File: config.mk
export PLATFORM = sky130hd
export DESIGN_NAME = alu_arbiter
export DESIGN_NICKNAME = d
export VERILOG_FILES = /design/src/rtl/alu_arbiter.sv
export SDC_FILE = /design/constraint.sdc
export NUM_CORES = 1
export LEC_CHECK = 0
export CAP_MARGIN = 20
export CORE_ASPECT_RATIO = 1.75
export CORE_MARGIN = 5
export CORE_UTILIZATION = 30
export CTS_BUF_LIST = sky130_fd_sc_hd__clkbuf_8 sky130_fd_sc_hd__clkbuf_16
export DETAILED_ROUTE_END_ITERATION = 16
export SLEW_MARGIN = 5
export SYNTH_ARGS = -nofsm -noshare
export SYNTH_HDL_FRONTEND = slang
export SYNTH_SLANG_ARGS = --single-unit
File: constraint.sdc
create_clock -name CLOCK_50 -period 4.93 [get_ports CLOCK_50]
set_clock_uncertainty 0.15 [all_clocks]
set_input_delay 0.493 -clock CLOCK_50 [delete_from_list [all_inputs] [get_ports CLOCK_50]]
set_output_delay 0.493 -clock CLOCK_50 [all_outputs]
set_load 0.02 [all_outputs]
File: src/rtl/alu_arbiter.sv
// Two-requester round-robin arbiter in front of a shared combinational ALU (alu_if opcode set).
// Define ALU_ARB_FIXED_PRIO_EN to replace round-robin with fixed priority to requester 0.
module alu_arbiter #(
    parameter logic RR_INIT_LAST = 1'b1
) (
    input  logic        CLOCK_50,
    input  logic        RESET,
    input  logic        req0,
    input  logic        req1,
    input  logic [3:0]  aluop0,
    input  logic [3:0]  aluop1,
    input  logic [31:0] portA0,
    input  logic [31:0] portB0,
    input  logic [31:0] portA1,
    input  logic [31:0] portB1,
    output logic        gnt0,
    output logic        gnt1,
    output logic        done0,
    output logic        done1,
    output logic [31:0] result,
    output logic        negative,
    output logic        overflow,
    output logic        zero,
    output logic        busy
);
    localparam logic [3:0] ALU_ADD = 4'd0;
    localparam logic [3:0] ALU_SUB = 4'd1;
    localparam logic [3:0] ALU_AND = 4'd2;
    localparam logic [3:0] ALU_OR  = 4'd3;
    localparam logic [3:0] ALU_XOR = 4'd4;
    localparam logic [3:0] ALU_NOR = 4'd5;
    localparam logic [3:0] ALU_SLL = 4'd6;
    localparam logic [3:0] ALU_SRL = 4'd7;
    localparam logic [3:0] ALU_SRA = 4'd8;
    localparam logic [3:0] ALU_SLT = 4'd9;

    typedef enum logic [1:0] {IDLE = 2'd0, EXEC = 2'd1, DONE = 2'd2} state_t;

    state_t      state_q;
    logic        owner_q;
`ifndef ALU_ARB_FIXED_PRIO_EN
    logic        last_q;
`endif
    logic [3:0]  op_q;
    logic [31:0] a_q;
    logic [31:0] b_q;
    logic        gnt0_q, gnt1_q, done0_q, done1_q, busy_q;
    logic [31:0] result_q;
    logic        neg_q, ovf_q, zero_q;

    logic        winner_s;
    logic [3:0]  cap_op_s;
    logic [31:0] cap_a_s;
    logic [31:0] cap_b_s;
    logic [31:0] alu_out_s;
    logic        alu_ovf_s;

    // Arbitration: a lone request wins; a tie goes to whoever was not served last.
    always_comb begin
        winner_s = 1'b0;
        if (req0 && req1) begin
`ifdef ALU_ARB_FIXED_PRIO_EN
            winner_s = 1'b0;
`else
            winner_s = ~last_q;
`endif
        end else if (req1) begin
            winner_s = 1'b1;
        end else begin
            winner_s = 1'b0;
        end
    end

    assign cap_op_s = winner_s ? aluop1 : aluop0;
    assign cap_a_s  = winner_s ? portA1 : portA0;
    assign cap_b_s  = winner_s ? portB1 : portB0;

    // Shared combinational ALU fed only from the latched operands.
    always_comb begin
        alu_out_s = 32'd0;
        alu_ovf_s = 1'b0;
        case (op_q)
            ALU_ADD: begin
                alu_out_s = a_q + b_q;
                alu_ovf_s = (a_q[31] == b_q[31]) && (alu_out_s[31] != a_q[31]);
            end
            ALU_SUB: begin
                alu_out_s = a_q - b_q;
                alu_ovf_s = (a_q[31] != b_q[31]) && (alu_out_s[31] != a_q[31]);
            end
            ALU_AND: alu_out_s = a_q & b_q;
            ALU_OR:  alu_out_s = a_q | b_q;
            ALU_XOR: alu_out_s = a_q ^ b_q;
            ALU_NOR: alu_out_s = ~(a_q | b_q);
            ALU_SLL: alu_out_s = a_q << b_q[4:0];
            ALU_SRL: alu_out_s = a_q >> b_q[4:0];
            ALU_SRA: alu_out_s = $unsigned($signed(a_q) >>> b_q[4:0]);
            ALU_SLT: alu_out_s = {31'd0, ($signed(a_q) < $signed(b_q))};
            default: alu_out_s = 32'd0;
        endcase
    end

    // Handshake FSM; every output is a register updated alongside the state.
    always_ff @(posedge CLOCK_50) begin
        if (RESET) begin
            state_q  <= IDLE;
            owner_q  <= 1'b0;
`ifndef ALU_ARB_FIXED_PRIO_EN
            last_q   <= RR_INIT_LAST;
`endif
            op_q     <= 4'd0;
            a_q      <= 32'd0;
            b_q      <= 32'd0;
            gnt0_q   <= 1'b0;
            gnt1_q   <= 1'b0;
            done0_q  <= 1'b0;
            done1_q  <= 1'b0;
            busy_q   <= 1'b0;
            result_q <= 32'd0;
            neg_q    <= 1'b0;
            ovf_q    <= 1'b0;
            zero_q   <= 1'b0;
        end else begin
            case (state_q)
                IDLE: begin
                    done0_q <= 1'b0;
                    done1_q <= 1'b0;
                    if (req0 || req1) begin
                        state_q <= EXEC;
                        owner_q <= winner_s;
`ifndef ALU_ARB_FIXED_PRIO_EN
                        last_q  <= winner_s;
`endif
                        op_q    <= cap_op_s;
                        a_q     <= cap_a_s;
                        b_q     <= cap_b_s;
                        gnt0_q  <= ~winner_s;
                        gnt1_q  <= winner_s;
                        busy_q  <= 1'b1;
                    end else begin
                        state_q <= IDLE;
                        gnt0_q  <= 1'b0;
                        gnt1_q  <= 1'b0;
                        busy_q  <= 1'b0;
                    end
                end
                EXEC: begin
                    state_q  <= DONE;
                    gnt0_q   <= 1'b0;
                    gnt1_q   <= 1'b0;
                    done0_q  <= ~owner_q;
                    done1_q  <= owner_q;
                    busy_q   <= 1'b1;
                    result_q <= alu_out_s;
                    neg_q    <= alu_out_s[31];
                    ovf_q    <= alu_ovf_s;
                    zero_q   <= (alu_out_s == 32'd0);
                end
                DONE: begin
                    state_q <= IDLE;
                    done0_q <= 1'b0;
                    done1_q <= 1'b0;
                    busy_q  <= 1'b0;
                end
                default: begin
                    state_q <= IDLE;
                    gnt0_q  <= 1'b0;
                    gnt1_q  <= 1'b0;
                    done0_q <= 1'b0;
                    done1_q <= 1'b0;
                    busy_q  <= 1'b0;
                end
            endcase
        end
    end

    assign gnt0     = gnt0_q;
    assign gnt1     = gnt1_q;
    assign done0    = done0_q;
    assign done1    = done1_q;
    assign busy     = busy_q;
    assign result   = result_q;
    assign negative = neg_q;
    assign overflow = ovf_q;
    assign zero     = zero_q;
endmodule

; ---- Word-level counts from Yosys, hierarchy flattened
; Index checks and enable logic that the tools add are counted.
[word_totals]
word_cells = 68
out_inout_bits = 40
in_bits = 140
reg_bits = 112
[classes]
reduce_logical = 9
bitwise_logic = 8
add_sub_neg = 2
eq_ne = 15
order_cmp = 1
mux = 15
n_shift = 3
[op_table]
columns = op, n
row1 = $pmux 32 s10, 1
row2 = $mux 32, 2
row3 = $add 32x32->32, 1
row4 = $and 32x32->32, 1
row5 = $logic_not 32->1, 1
row6 = $lt 32x32->1, 1
row7 = $not 32->32, 1
row8 = $or 32x32->32, 1
row9 = $shl 32x5->32, 1
row10 = $shr 32x5->32, 1
row11 = $sshr 32x5->32, 1
row12 = $sub 32x32->32, 1
row13 = $xor 32x32->32, 1
row14 = $eq 4x3->1 const B, 4
row15 = $eq 4x2->1 const B, 2
row16 = $eq 4x4->1 const B, 2
row17 = $pmux 1 s2, 4
row18 = $mux 1, 6
row19 = $eq 4x1->1 const B, 1
row20 = $logic_not 4->1, 1
row21 = $mux 4, 1
row22 = $not 1->1, 4
row23 = $pmux 2 s2, 1
row24 = $logic_and 1x1->1, 3
row25 = 8 further kinds, 10

; ---- Depth between registers and ports, before layout
[depth]
ltp_word = 5
depth_mapped = 17
depth_no_buf = 15

; ---- Worst setup path after synthesis
; Ideal clock, no wire load.
[synth_path]
path_kind = register to register
from = reg b_q[2]
to = reg zero_q (netlist: zero)
path_stages_with_launch = 18
slack_ps = 570
synth_period_minus_slack_ps = 4360
setup_ps = 59
path_buffers = 4
arrival_ps = 4151
t_required_ps = 4720
cell_sequence = dfxtp_1 inv_1 clkbuf_1 clkbuf_1 clkbuf_1 ha_1 clkbuf_1 a211oi_1 o21bai_1 and3_1 nor3_2 nor3_1 or3b_1 a21oi_1 a21oi_1 or4_1 nor4_1 a41o_1
[synth_via]
elab_chain_len = 4
elab_cells_between_ends = 12
cone_classes = 2 x add/sub / 1 x order compare / 3 x shift / 1 x mux / 4 x bitwise / 1 x reduce/logical
[synth_rtl]
columns = element, line_no
row1 = from (decl), 46  ; logic [31:0] b_q;
row2 = from (signal assigned), 136  ; b_q <= cap_b_s;
row3 = branches (longest 2 deep; another with $sub 32x32->32), n/a
row4 = $pmux 32 s10 (*), 82  ; case (op_q)
row5 = $logic_not 32->1 (*), 157  ; zero_q <= (alu_out_s == 32'd0);
row6 = to (signal assigned), 157
row7 = to (decl), 49  ; logic neg_q, ovf_q, zero_q;
; Mark *: on every way between the ends.
; A chain may end at the register's enable or synchronous reset.

; ---- Final worst setup path
[layout_path]
from = reg a_q[6]
to = reg zero_q (netlist: zero)
[layout_via]
elab_chain_len = 4
elab_cells_between_ends = 12
cone_classes = 2 x add/sub / 1 x order compare / 3 x shift / 1 x mux / 4 x bitwise / 1 x reduce/logical
[layout_rtl]
columns = element, line_no
row1 = from (decl), 45  ; logic [31:0] a_q;
row2 = from (signal assigned), 135  ; a_q <= cap_a_s;
row3 = branches (longest 2 deep; another with $sub 32x32->32), n/a
row4 = $pmux 32 s10 (*), 82
row5 = $logic_not 32->1 (*), 157
; Marked as above.

==> flow_summary.yaml <==
status:
  run_status: "complete, no violations"
critical_path:
  cp-start-kind: "flip-flop"
  worstSetupPathType: "reg2reg"
  cp_cell_sequence: "inv_1 > ha_1 > or4_4 > nor3_2 > o21ai_0 > a21oi_1 > nor2_1 > o31a_1 > nor4b_2 > a41oi_1 > or3_1 > nor4_1 > a41o_1"
  critPathTopFamily: "simple AND/OR/NAND/NOR gates"
  critPathArrivalTime_ns: 4.86
  worstPathMaxFanout: 14
  cpPeakStageDelay_ns: 0.63
  worst-path-buf-inv: 1
  crit_path_end_kind: "flip-flop"
  cp.required_ns: 5.14
  slowest_stage: "or4_4"
sta:
  worstMarginPinSlew_ns: 0.922
  setup_ws_ns: 0.279
  slew_headroom: 0.368
  grt_setup_unrepaired: "no"
  finalSetupViolCount: 0
  slew_viol_final: 0
  period_needed_ns: 4.65
  timing.final.crit_share: 0.943
  hold_viol: 0
  timing.fmax_mhz: 215
  hold_slack_ns: 0.309
  finalSetupTns_ns: 0
layout:
  drive_above_1_share: 0.141
  layout_common_cells: "nor2_1 (256), clkdlybuf4s50_1 (178), buf_4 (162), nand2_1 (124), mux2i_1 (123)"
  antenna_cells: 0
  area_growth_pct: 23.9
  final_common_cell: "nor2_1"
  fin_nets: 2343
  fillerInstances: 5058
placement:
  port_buffers: 179
  pre_cts_ws_ns: 0.364
  gp_congestion: 1.01
  post-dp-hpwl_um: 61800
cts:
  clk_latency_ns: 0.41
  cts_setup_buffers: 0
  cts_max_level: 3
  clock_path_buffers: 2
  cts_buffers: 9
  clock-sinks: 111
  cts-resized-gates: 0
  cts_tree: "done"
  cts_hold_buf: 0
  path_clk_slew_ns: 0.10
  cts-root-buf: "clkbuf_16"
worst_hold_path:
  hold_class: "reg2reg"
power_and_ir_drop:
  peakVddDrop_v: 0.000200
  p_per_area_mw_per_mm2: 304
  leakage_nw: 6.92
yosys:
  ys_seq_area_frac: 0.154
  yosysWarnings: 0
  synth_area_leader_cell: "dfxtp_1"
  synth_top_area_frac: 0.154
  synth_area_sq_mm: 0.0144
  synth_flop_cell: "dfxtp_1"
  ys_top_cells_by_area: "dfxtp_1 (15%), mux2i_1 (8.5%), ha_1 (8.4%)"
  synthesis.nets: 2157
  avgSynthCellArea_sq_um: 7.53
  yosysUniqueCellTypes: 94
  synth_edf_count: 0
  ys_ff_latch: 111
  syn_inst: 1918
  async_reset_ff_frac: 0
grt:
  busiest_layer: "met2"
  grt_pass1_wl_um: 110000
  grt_pass1_vias: 16500
  grt-ovfl-total: 0
  track_usage: 0.279
  use_met3: 0.0299
  grtUsageMet1: 0.308
  use_met2: 0.497
  antenna_found_initial: 0
  grt_max_degree: 73
route:
  drc_errors: 0
  wl_per_cell_um: 28.3
  ant_nets: 0
  viasPerCell: 6.19
  route.vias.total: 16700
  detail_route.first_pass.iterations: 5
  drt_iter0_markers: 1741
  wirelength_um: 76500
floorplanning:
  die_w_um: 176
  io_pins: 180
  die_h_um: 300
  dieArea_sq_mm: 0.0528
  core_sq_mm: 0.0477
  rows: 106
  start_util: 0.302
run:
  cap_violations: 0
==> cell families (layout without fill, tap and decap cells) <==
logic type,count (synthesis),after routing,share of synthesized area
AO/OA/AOI/OAI,618,618,0.305
flip-flops,111,111,0.154
XOR/XNOR,9,9,0.00546
buffers and inverters,275,466,0.0813
AND/OR/NAND/NOR,616,616,0.201
multiplexers,190,190,0.166
adder cells (fa/ha/maj),99,99,0.0869
==> worst paths after layout <==
path / startpoint / slack (ns) / endpoint / depth (start not counted)
worst max-delay path: a_q[6] / 0.28 / zero / 13
worst min-delay path: result[26] / 0.31 / result[26] / 2
worst max register to register: a_q[6] / 0.28 / zero / 13
worst min register to register: result[26] / 0.31 / result[26] / 2
==> sequential cells by signal (all words and copies together), names as in the netlist <==
name and count:
result 32, overflow 1, last_q 1, op_q 4, b_q 32, busy 1, zero 1, owner_q 1
done0 1, gnt1 1, gnt0 1, a_q 32, done1 1, state_q 2
==> cells in the mapped netlist, drive strengths merged (37+ instances only) <==
master,n
buf,66
nor2,257
clkbuf,105
inv,104
dfxtp,111
o21ai,100
nor3,57
ha,97
mux4,37
nand2,124
a211oi,109
mux2i,123
a21oi,109
==> metal layers <==
layer / wire length, um / vias up / share of wire
li1: - / 7558 / -
met1: 27700 / 8086 / 0.36
met2: 38200 / 843 / 0.50
met3: 4230 / 254 / 0.055
met4: 6380 / 0 / 0.083
met5: 0 / - / 0
==> worst register-to-register path: stages, from the launching register on <==
cell and delay (ns):
dfxtp_1 0.34, inv_1 0.08, ha_1 0.52, or4_4 0.63
nor3_2 0.26, o21ai_0 0.26, a21oi_1 0.35, nor2_1 0.18
o31a_1 0.32, nor4b_2 0.26, a41oi_1 0.12, or3_1 0.43
nor4_1 0.45, a41o_1 0.25
==> per-stage QoR <==
step | utilization | cell area [sq um] | total power, mW | cells
finish | 0.375 | 17900 | 5.44 | 2703
global route | 0.375 | 17900 | 5.69 | 2703
CTS | 0.375 | 17900 | 5.38 | 2703
detailed placement | 0.368 | 17600 | 4.54 | 2687
global placement | 0.368 | 17600 | 4.56 | 2687
floorplan | - | 14400 | 3.11 | 1918
==> power breakdown <==
group	internal (mW)	switching, mW
clock network	0.362	0.463
logic	1.35	2.14
registers	0.999	0.124
==> final cells by class <==
type | count | area (sq um) | area share
Multi-Input combinational cell | 1532 | 11100 | 0.621
Inverter | 104 | 390 | 0.0218
Sequential cell | 111 | 2230 | 0.125
Timing Repair Buffer | 346 | 3120 | 0.174
Clock buffer | 9 | 225 | 0.0126
Clock inverter | 7 | 72.6 | 0.00406
Tap cell | 594 | 743 | 0.0416
(Power assumes the default switching activity.)
